File: src/rtl/fifo_wr_arbiter.sv
// fifo_wr_arbiter: round-robin arbiter that lets NUM_REQ requesters share one
// FIFO write port. Grant, write enable and write data are combinational, so a
// word is written in the same cycle it is granted.
// Optional burst ownership is enabled by defining FIFO_ARB_BURST_EN. In that
// mode a requester keeps the port for up to BURST_LEN beats.
module fifo_wr_arbiter #(
    parameter int unsigned NUM_REQ    = 4,
    parameter int unsigned DATA_WIDTH = 32,
    parameter int unsigned BURST_LEN  = 4
) (
    input  logic                          clk,
    input  logic                          reset,
    input  logic [NUM_REQ-1:0]            req,
    input  logic [NUM_REQ*DATA_WIDTH-1:0] req_data,
    input  logic                          full,
    output logic [NUM_REQ-1:0]            gnt,
    output logic                          Wr_enable,
    output logic [DATA_WIDTH-1:0]         data_in,
    output logic                          owner_busy,
    output logic [15:0]                   wr_count
);

    localparam int unsigned PTR_W  = (NUM_REQ > 1) ? $clog2(NUM_REQ) : 1;
    localparam int unsigned BEAT_W = $clog2(BURST_LEN + 1);

`ifdef FIFO_ARB_BURST_EN
    localparam bit BURST_EN = (BURST_LEN > 1);
`else
    localparam bit BURST_EN = 1'b0;
`endif

    typedef enum logic {
        IDLE = 1'b0,
        HOLD = 1'b1
    } state_t;

    state_t                  state_q;
    logic [PTR_W-1:0]        ptr_q;
    logic [PTR_W-1:0]        owner_q;
    logic [BEAT_W-1:0]       beat_q;
    logic                    busy_q;
    logic [15:0]             cnt_q;

    logic [NUM_REQ-1:0]      gnt_c;
    logic [PTR_W-1:0]        win_c;
    logic                    found_c;
    int unsigned             idx_c;
    logic [DATA_WIDTH-1:0]   data_c;
    logic                    fire_c;

    // Pointer advance with wrap from NUM_REQ-1 back to 0.
    function automatic logic [PTR_W-1:0] inc_ptr(input logic [PTR_W-1:0] p);
        if (p == PTR_W'(NUM_REQ - 1)) begin
            return '0;
        end
        return p + PTR_W'(1);
    endfunction

    // Grant selection: burst owner only while holding, else round-robin from ptr.
    always_comb begin
        gnt_c   = '0;
        win_c   = '0;
        found_c = 1'b0;
        idx_c   = 0;
        if (!reset && !full) begin
            if (state_q == HOLD) begin
                if (req[owner_q]) begin
                    gnt_c[owner_q] = 1'b1;
                    win_c          = owner_q;
                end
            end else begin
                for (int unsigned k = 0; k < NUM_REQ; k++) begin
                    idx_c = 32'(ptr_q) + k;
                    if (idx_c >= NUM_REQ) begin
                        idx_c = idx_c - NUM_REQ;
                    end
                    if (!found_c && req[PTR_W'(idx_c)]) begin
                        found_c              = 1'b1;
                        gnt_c[PTR_W'(idx_c)] = 1'b1;
                        win_c                = PTR_W'(idx_c);
                    end
                end
            end
        end
    end

    // AND-OR write data mux; zero when nothing is granted.
    always_comb begin
        data_c = '0;
        for (int i = 0; i < NUM_REQ; i++) begin
            if (gnt_c[i]) begin
                data_c = data_c | req_data[i*DATA_WIDTH +: DATA_WIDTH];
            end
        end
    end

    assign fire_c     = |gnt_c;
    assign gnt        = gnt_c;
    assign Wr_enable  = fire_c;
    assign data_in    = data_c;
    assign owner_busy = busy_q;
    assign wr_count   = cnt_q;

    // Ownership FSM, rotation pointer and saturating write counter; all hold while full.
    always_ff @(posedge clk) begin
        if (reset) begin
            state_q <= IDLE;
            ptr_q   <= '0;
            owner_q <= '0;
            beat_q  <= '0;
            busy_q  <= 1'b0;
            cnt_q   <= '0;
        end else if (!full) begin
            if (fire_c && (cnt_q != 16'hFFFF)) begin
                cnt_q <= cnt_q + 16'd1;
            end
            case (state_q)
                IDLE: begin
                    if (fire_c) begin
                        if (BURST_EN) begin
                            state_q <= HOLD;
                            owner_q <= win_c;
                            beat_q  <= BEAT_W'(1);
                            busy_q  <= 1'b1;
                        end else begin
                            ptr_q <= inc_ptr(win_c);
                        end
                    end
                end
                HOLD: begin
                    if (fire_c) begin
                        if ((beat_q + BEAT_W'(1)) == BEAT_W'(BURST_LEN)) begin
                            state_q <= IDLE;
                            ptr_q   <= inc_ptr(owner_q);
                            beat_q  <= '0;
                            busy_q  <= 1'b0;
                        end else begin
                            beat_q <= beat_q + BEAT_W'(1);
                        end
                    end else begin
                        // Owner dropped its request: give up the port after one bubble.
                        state_q <= IDLE;
                        ptr_q   <= inc_ptr(owner_q);
                        beat_q  <= '0;
                        busy_q  <= 1'b0;
                    end
                end
                default: begin
                    state_q <= IDLE;
                end
            endcase
        end
    end

endmodule

File: config.mk
export PLATFORM = sky130hd
export DESIGN_NAME = fifo_wr_arbiter
export DESIGN_NICKNAME = d
export VERILOG_FILES = /design/src/rtl/fifo_wr_arbiter.sv
export SDC_FILE = /design/constraint.sdc
export NUM_CORES = 1
export LEC_CHECK = 0
export BUFFER_PORTS_ARGS = -buffer_cell sky130_fd_sc_hd__buf_4
export CAP_MARGIN = 20
export CORE_MARGIN = 10
export CORE_UTILIZATION = 43
export DETAILED_ROUTE_END_ITERATION = 7
export PLACE_DENSITY = 0.93
export SLEW_MARGIN = 20
export SYNTH_ARGS = -nofsm -noshare
export SYNTH_HDL_FRONTEND = slang
export SYNTH_SLANG_ARGS = --single-unit
File: constraint.sdc
create_clock -name clk -period 8.6 [get_ports clk]
set_clock_uncertainty 0.05 [all_clocks]
set_input_delay 1.29 -clock clk [delete_from_list [all_inputs] [get_ports clk]]
set_output_delay 1.29 -clock clk [all_outputs]
set_load 0.05 [all_outputs]
After elaboration in Yosys (flattened, before gate mapping)
Cells that the tools add are included.

operators by class
  eq/ne operators = 6
  multiplexer cells = 88
  $add $sub $neg = 10
  reduce and logical (&&, ||, !) cells = 19
  bitwise logic cells = 8
  $lt $le $gt $ge = 12

operator list
  kind                                                                                  count
  32-bit two-way mux                                                                    4
  32-bit bitwise OR                                                                     3
  2-bit two-way mux                                                                     25
  4-bit two-way mux                                                                     12
  1-bit two-way mux                                                                     36
  16-bit by 1-bit adder with 16-bit output (second input constant)                      1
  16-bit != test (second input constant)                                                1
  2-bit by 3-bit < comparator with 1-bit output (second input constant)                 4
  4-bit bitwise OR                                                                      3
  3-bit greater-or-equal comparator (second input constant)                             3
  1-bit logical AND                                                                     9
  1-bit binary-select mux with 2-bit select                                             4
  1-bit demux with 2-bit select                                                         4
  2-bit by 1-bit greater-or-equal comparator with 1-bit output (second input constant)  4
  2-bit by 1-bit subtractor with 2-bit output (second input constant)                   4
  2-bit by 2-bit adder with 3-bit output (second input constant)                        2
  3-bit two-way mux                                                                     2
  3-bit AND reduction                                                                   2
  1-bit logical NOT                                                                     5
  2-bit one-hot mux with 2 select lines                                                 1
  2-bit AND reduction                                                                   2
  4-bit OR reduction                                                                    1
  2-bit by 1-bit adder with 3-bit output (second input constant)                        1
  3-bit by 1-bit adder with 3-bit output (second input constant)                        1
  other kinds (8)                                                                       9

storage, ports and cells
  bits in registers = 23

Logic depth before layout (Yosys ltp)
Gate-level depths: netlist (run 1).

  depth after elaboration = 33
  gate-level depth with buffers = 13
  depth with buffers taken out = 10

Least setup slack after synthesis (run 1)
Ideal clock, no wire load.

  path kind = input -> output
  start = in req[2]
  end = out data_in[22]
  required time = 7,260 ps
  slack = 3,317 ps
  arrival = 3,943 ps
  stages = 7
  cells stage by stage = mux4_2 -> nor4b_4 -> a22oi_1 -> a31oi_4 -> clkbuf_1 -> a22o_1 -> a221o_1

on the way
  elaborated cells on any way between the ends = 45
  those cells by class = 33 x mux; 6 x bitwise; 6 x reduce/logical

RTL lines
  what                                       RTL line  source
  start, declared                            13        input logic [NUM_REQ-1:0] req,
  1-bit binary-select mux with 2-bit select  77        if (!found_c && req[PTR_W'(idx_c)]) begin
  1-bit two-way mux (not written as such)    77
  1-bit two-way mux                          77
  1-bit two-way mux                          66        if (state_q == HOLD) begin
  1-bit two-way mux                          65        if (!reset && !full) begin
  1-bit logical NOT                          77
  1-bit logical AND                          77
  1-bit two-way mux                          77
  [... 8 more ...]                           -
  1-bit logical AND                          77
  4-bit two-way mux *                        77
  4-bit two-way mux *                        66
  4-bit two-way mux *                        65
  via gnt[2]                                 16        output logic [NUM_REQ-1:0] gnt,
  32-bit two-way mux *                       91        if (gnt_c[i]) begin
  32-bit bitwise OR                          92        data_c = data_c | req_data[i*DATA_WIDTH +: DATA_WIDTH];
  32-bit two-way mux *                       91
  end, declared                              18        output logic [DATA_WIDTH-1:0] data_in,

Mark *: on every way through the listed nets, which the timed path passes. The rest lies on a longest branch. The select of a mux whose other input is x is not followed.

Worst setup path after layout (run 1)
  start = reg ptr_q[0]
  end = out Wr_enable

on the way
  word-level cells in the longest chain between the ends = 25
  elaborated cells on any way between the ends = 82
  those cells by class = 7 x add/sub; 12 x order compare; 49 x mux; 3 x bitwise; 11 x reduce/logical

ends and longest elaborated chain
  what                                                                                                                   RTL line  source
  start, declared                                                                                                        38        logic [PTR_W-1:0] ptr_q;
  start signal, assigned                                                                                                 126       ptr_q <= inc_ptr(win_c);
  start signal, assigned                                                                                                 134       ptr_q <= inc_ptr(owner_q);
  start signal, assigned                                                                                                 143       ptr_q <= inc_ptr(owner_q);
  parallel branches: the longest is 21 deep, another holds 2-bit by 3-bit greater-or-equal comparator with 1-bit output  -
  4-bit two-way mux *                                                                                                    77
  4-bit two-way mux *                                                                                                    66
  4-bit two-way mux *                                                                                                    65
  4-bit OR reduction *                                                                                                   97        assign fire_c = |gnt_c;
  end, declared                                                                                                          17        output logic Wr_enable,

Mark *: on every way between the ends. The select of a mux whose other input is x is not followed.

==> impl_metrics.csv, run 1 <==
group,metric,value,unit
place,numPortBuffers,187,
run,max_cap_viol_count,0,
logic_synthesis,synth_area,0.002298,mm^2
sta,hold_viol,0,
cts,cts_resized,0,
final_layout,syn2layout_area_growth,64.18,%
final_layout,finalNetCount,584,
logic_synthesis,ys_warn_count,0,
hold_path,hold_path.startpoint,"beat_q[2]",
route,vias,3044,
sta,fin_crit,5794,ps
logic_synthesis,synth_top_family_by_area,"compound AO/OA/AOI/OAI gates",
cts,worstSkewPairLatency,270,ps
sta,fin_crit_sh,0.6738,
setup_path,timing.rr.start,"ptr_q[0]",
power,pwr-share-clk,0.175,
setup_path,path_cells,"inv_1, ha_1, mux4_2, nor4b_4, a22oi_1, a31oi_4, nor2_1, nand2_1, buf_4",
power,vdd.ir_drop.worst,0.0001446,V
power,netSwitchingPower,0.2604,mW
setup_path,critPathSlowestCell,"a31oi_4",
setup_path,worst-path-max-fanout,35,
global_routing,antenna_found_initial,0,
setup_path,reg2reg_to,"wr_count[15]",
logic_synthesis,avgSynthCellArea,8.513,um^2
sta,slew_viol_final,0,
power,powerDensity,150.6,mW/mm^2
floorplanning,core-area,0.005140,mm^2
setup_path,critPathMaxStageDelay,800,ps
logic_synthesis,yosysSeqAreaShare,0.1916,
logic_synthesis,muxShareOfSynthArea,0.08002,
place,hpwl,9143,um
setup_path,startpoint_type,"flop",
final_layout,final_cell_mix,"188 x buf_4, 33 x a221o_1, 32 x a22o_1, 22 x dfxtp_1, 17 x nor2_1",
sta,slew_headroom,0.3625,
sta,rsz0062_at_grt,"false",
global_routing,grt_use_total,0.2358,
route,ant_nets,0,
logic_synthesis,synth_compound_area_frac,0.4213,
setup_path,end_kind,"primary output",
power,seq_power_share,0.201,
route,viasPerCell,5.980,
final_layout,fin_util,0.7342,
power,p_comb_frac,0.624,
logic_synthesis,synth-seq-cells,22,
hold_path,min_path_type,"flop to flop",
setup_path,critPathArrivalTime,4450,ps
floorplanning,io_pins,189,
power,finalPower,0.5683,mW
cts,cts_made_buffers,3,
sta,worst_pin_slew,956.2,ps
cts,clock_sinks,22,
power,p_sw_frac,0.4582,
cts,htree_levels,1,
final_layout,stdcell_area,0.003774,mm^2
route,drt_iter0_drc,153,
route,wl_per_cell,22.06,um
route,drc,0,
final_layout,nFillCells,414,
final_layout,diodes,0,
route,drtPass1Iterations,5,
cts,hold_buffers,0,
cts,cts_tree,"done",
cts,clockRootBuffer,"clkbuf_8",
place,gp_congestion,0.9212,
floorplanning,die_area,0.008669,mm^2
setup_path,worstPathRequired,7260,ps
cts,path_clk_slew,80,ps
final_layout,drive_gt1_frac,0.4692,
cts,post_cts_buffers,0,
setup_path,path_class,"flop to primary output",
logic_synthesis,synthAdderAreaFrac,0.04899,
final_layout,mostFrequentLayoutCell,"buf_4",
logic_synthesis,synthesis.nets,414,
sta,worst_slack,2806,ps
power,p_leak,1.712,nW
place,placed_cell_area,0.003700,mm^2
logic_synthesis,synth_cell_types,47,
global_routing,grt_pass1_wl,16530,um
route,wl,11230,um
global_routing,grt_pass1_vias,3011,
global_routing,grt_max_degree,36,
power,p_int,0.3079,mW
setup_path,cp-endpoint,"Wr_enable",
floorplanning,die_h,93.11,um
setup_path,rr_worst_depth,10,
setup_path,setup.worst_path.start,"ptr_q[0]",
floorplanning,die_w,93.11,um
cts,clk_path_buf_depth,2,
floorplanning,start_util,0.4472,
logic_synthesis,synth_cells,270,
sta,fmax,172.6,MHz
run_status,outcome,"completed",
place,place_ws,3045,ps
global_routing,overflow,0,
sta,finalSetupViolCount,0,
logic_synthesis,yosys.area_share.simple,0.1818,
setup_path,r2r_slack,3890,ps
sta,fin_setup_tns,0,ps
logic_synthesis,synthXorXnorAreaFrac,0.01905,
floorplanning,rows,26,
[cells in the mapped netlist (all sizes together)]
cell / count / area (um^2)
a21boi: 1 / 11.26
a21o: 3 / 22.52
a21oi: 13 / 65.06
a221o: 33 / 330.3
a221oi: 1 / 8.760
a22o: 32 / 280.3
a22oi: 4 / 30.03
a311oi: 1 / 8.760
a31oi: 4 / 70.07
a32o: 1 / 10.01
and3: 3 / 18.77
and3b: 1 / 8.760
buf: 6 / 33.77
clkbuf: 17 / 63.81
conb: 1 / 3.750
dfxtp: 22 / 440.4
ha: 9 / 112.6
inv: 8 / 30.03
mux2: 3 / 33.78
mux2i: 6 / 60.06
mux4: 4 / 90.09
nand2: 17 / 63.81
nand2b: 3 / 18.77
nand3: 8 / 40.04
nand3b: 6 / 45.04
nand4: 3 / 18.77
nor2: 17 / 63.81
nor3: 7 / 35.03
nor3b: 4 / 30.03
nor4b: 1 / 23.77
o211ai: 1 / 7.510
o21ai: 5 / 25.02
o221ai: 1 / 8.760
o22ai: 1 / 6.260
o311ai: 3 / 26.28
o31ai: 3 / 22.52
o41ai: 4 / 35.03
or2: 2 / 12.52
or3: 5 / 31.28
or4: 1 / 7.510
xnor2: 4 / 35.03
xor2: 1 / 8.760
[final cells by class]
| cell class | instances | area (um^2) | area share |
|---|---|---|---|
| Clock buffer | 3 | 41.29 | 0.01094 |
| Sequential cell | 22 | 440.4 | 0.1167 |
| Timing Repair Buffer | 188 | 1411 | 0.3740 |
| Clock inverter | 1 | 30.03 | 0.007958 |
| Tap cell | 70 | 87.58 | 0.02321 |
| Multi-Input combinational cell | 217 | 1733 | 0.4592 |
| Inverter | 8 | 30.03 | 0.007958 |
[worst max-delay path, delay by kind of cell (launching register included)]
kind | cells | cell delay, ps
mux | 1 | 480
compound gates | 2 | 1000
buf+inv | 2 | 490
flops | 1 | 690
simple gates | 3 | 930
fa+ha+maj | 1 | 560
[power groups by stage]
stage | Combinational [mW] | Sequential [mW] | Clock [mW]
after CTS | 0.354 | 0.114 | 0.101
after detailed placement | 0.353 | 0.116 | 0
final | 0.355 | 0.114 | 0.0993
after floorplan | 0.230 | 0.120 | 0
after global routing | 0.375 | 0.115 | 0.105
after global placement | 0.349 | 0.116 | 0
[through the flow]
stage               hold slack, ps  std cells
floorplan                    419.4        270
global placement             430.1        505
detailed placement           436.5        505
CTS                          448.5        509
global route                 495.2        509
finish                       447.6        509
[layer usage]
layer | vias up | global-route usage | wire [um]
li1 | 1435 | - | -
met1 | 1432 | 0.2500 | 3977
met2 | 158 | 0.4468 | 5991
met3 | 19 | 0.04876 | 943
met4 | 0 | 0.08355 | 314
met5 | - | 0 | 0
[kinds of logic after synthesis]
family / count (synthesis)
buffers and inverters: 31
xor gates and xnor gates: 5
adders and majority gates: 9
and+or+nand+nor: 78
muxes: 13
AOI/OAI and AO/OA: 111
other: 1
DFF: 22
[flip-flops by register name, summed over array words and instances (netlist names)]
| register | cells |
|---|---|
| wr_count | 16 |
| state_q | 1 |
| ptr_q | 2 |
| beat_q | 3 |
[how the worst min path moves through the flow]
stage	cells past startpoint	slack (ps)	to
after CTS	2	450	beat_q[2]
final	2	450	beat_q[2]
after global routing	2	500	beat_q[2]
after global placement	2	430	beat_q[2]
after detailed placement	2	440	beat_q[2]
after floorplan	2	420	beat_q[2]
(Power assumes the default switching activity.)
==> run 2, diff against run 1 <==
--- a/config.mk
+++ b/config.mk
@@ -8,9 +8,9 @@
 export BUFFER_PORTS_ARGS = -buffer_cell sky130_fd_sc_hd__buf_4
 export CAP_MARGIN = 20
 export CORE_MARGIN = 10
-export CORE_UTILIZATION = 43
+export CORE_UTILIZATION = 36
 export DETAILED_ROUTE_END_ITERATION = 7
-export PLACE_DENSITY = 0.93
+export PLACE_DENSITY = 0.83
 export SLEW_MARGIN = 20
 export SYNTH_ARGS = -nofsm -noshare
 export SYNTH_HDL_FRONTEND = slang
==> constraint.sdc (replaced) <==
create_clock -name clk -period 5.3 [get_ports clk]
set_clock_uncertainty 0.05 [all_clocks]
set_input_delay 0.795 -clock clk [delete_from_list [all_inputs] [get_ports clk]]
set_output_delay 0.795 -clock clk [all_outputs]
set_load 0.05 [all_outputs]
==> run 2 against run 1 <==
- sequential power up 62%
- total power up 55%
- wire length up 0.20%
- die area up 15%
- combinational power up 62%
- count of clock-buffer cells in the layout up 1
- critical endpoint is now data_in[2]
==> impl_metrics.csv, run 2 (synthesis results as in run 1) <==
group,metric,value,unit
power,vdd.ir_drop.worst,0.0001908,V
cts,hold_buffers,0,
global_routing,grt_use_total,0.2036,
floorplanning,rows,29,
cts,cts_tree,"done",
sta,rsz0062_at_grt,"false",
setup_path,critPathSlowestCell,"dfxtp_1",
setup_path,worstPathRequired,4450,ps
floorplanning,core-area,0.006277,mm^2
sta,slew_headroom,0.6367,
setup_path,critPathTopFamily,"compound AO/OA/AOI/OAI gates",
setup_path,crit_buf_inv,3,
route,drtPass1Iterations,4,
route,wl_met2,5722,um
sta,fmax,205.9,MHz
sta,finalSetupViolCount,0,
setup_path,critPathArrivalTime,4010,ps
final_layout,multiInputGateArea,0.001730,mm^2
place,placed_cell_area,0.003739,mm^2
sta,worst_pin_slew,544.2,ps
route,viasPerCell,5.873,
power,p_leak,1.727,nW
final_layout,stdcell_area,0.003796,mm^2
global_routing,antenna_found_initial,1,
global_routing,grt_pass1_vias,2847,
final_layout,drive_gt1_frac,0.4718,
global_routing,grt_pass1_wl,16440,um
setup_path,end_kind,"primary output",
final_layout,largest_reg_flops,16,
floorplanning,start_util,0.3662,
setup_path,path_cells,"inv_1, ha_1, mux4_2, nor4b_4, a22oi_1, a31oi_4, buf_4, a22o_1, a221o_1, buf_4",
hold_path,min_path_type,"flop to flop",
route,wl,11250,um
floorplanning,die_w,99.91,um
run,max_cap_viol_count,0,
final_layout,final_cell_mix,"192 x buf_4, 33 x a221o_1, 32 x a22o_1, 22 x dfxtp_1",
setup_path,rr_worst_depth,11,
route,vias,3060,
route,wl_per_cell,21.59,um
cts,clockRootBuffer,"clkbuf_8",
final_layout,fin_util,0.6047,
power,finalPower,0.8817,mW
setup_path,path_class,"flop to primary output",
cts,htree_levels,1,
cts,cts_resized,0,
sta,hold_viol,0,
final_layout,nFillCells,559,
sta,fin_crit,4856,ps
sta,fin_crit_sh,0.9162,
final_layout,syn2layout_area_growth,65.16,%
place,dp_cells,516,
cts,worstSkewPairLatency,270,ps
cts,clock_sinks,22,
power,powerDensity,232.3,mW/mm^2
route,ant_nets,0,
final_layout,instances_no_fill,521,
sta,fin_setup_tns,0,ps
global_routing,overflow,0,
setup_path,startpoint_type,"flop",
place,numPortBuffers,187,
floorplanning,die_area,0.009981,mm^2
cts,path_clk_slew,70,ps
place,hpwl,9425,um
cts,clk_path_buf_depth,2,
cts,cts_made_buffers,3,
route,top_layer_used,"met4",
final_layout,mostFrequentLayoutCell,"buf_4",
floorplanning,io_pins,189,
setup_path,worst-path-max-fanout,25,
place,gp_congestion,0.9486,
route,drc,0,
route,m1WireLength,3999,um
cts,post_cts_buffers,0,
global_routing,grt_max_degree,27,
final_layout,finalNetCount,588,
run_status,outcome,"completed",
sta,slew_viol_final,0,
final_layout,area.sequential,440.4,um^2
setup_path,cp.depth,10,
setup_path,critPathMaxStageDelay,670,ps
route,wl_met3,1091,um
route,drt_iter0_drc,154,
floorplanning,die_h,99.91,um
setup_path,cpMostUsedCell,"buf_4",
hold_path,hold_depth,2,
run 2: cell count changes in the layout (fill, tap and decap cells not counted):
cell       delta
diode_2       +1
buf_4         +4
nand2_1       +1
clkbuf_8      +1
nand2_2       -1
bufinv_16     -1
run 2: power by group:
| part | leakage (nW) | total, mW | internal (mW) | switching [mW] |
|---|---|---|---|---|
| Combinational | 1.52 | 0.576 | 0.231 | 0.346 |
| Clock | 0.0288 | 0.121 | 0.0664 | 0.0543 |
| Sequential | 0.178 | 0.185 | 0.171 | 0.0136 |
| Total | 1.73 | 0.882 | 0.468 | 0.413 |
run 2: metrics by stage:
stage	hold slack (ps)	setup WS, ps
global placement	428.2	903.7
global route	485.8	118.8
CTS	463.1	437.9
finish	461.6	443.9
floorplan	419.4	583.2
detailed placement	448.5	752.2
run 2: path summary, 6_finish.rpt:
kind	end	slack, ps	start
setup / recovery	data_in[2]	440	ptr_q[0]
hold / removal	beat_q[2]	460	beat_q[2]
setup reg to reg	wr_count[5]	1130	ptr_q[0]
hold reg to reg	beat_q[2]	460	beat_q[2]
run 2: layout make-up:
cell class | instances | share of cell area
repair buffers | 192 | 0.3797
flip-flops and latches | 22 | 0.1160
multi-input cells | 217 | 0.4558
clock buffers | 4 | 0.01450
well taps | 77 | 0.02538
inverters | 8 | 0.007910
diodes | 1 | 0.0006592
run 2: layer usage:
layer | GRT usage | vias to the layer above
met4 | 0.07607 | 0
met3 | 0.05975 | 31
met5 | 0 | -
li1 | - | 1445
met1 | 0.2119 | 1444
met2 | 0.3748 | 140
run 2: tightest hold or removal path, delay by kind of cell, from the launching register on:
kind             cells  cell delay (ps)
AO/OA/AOI/OAI        1               60
flip-flops           1              340
AND/OR/NAND/NOR      1               60
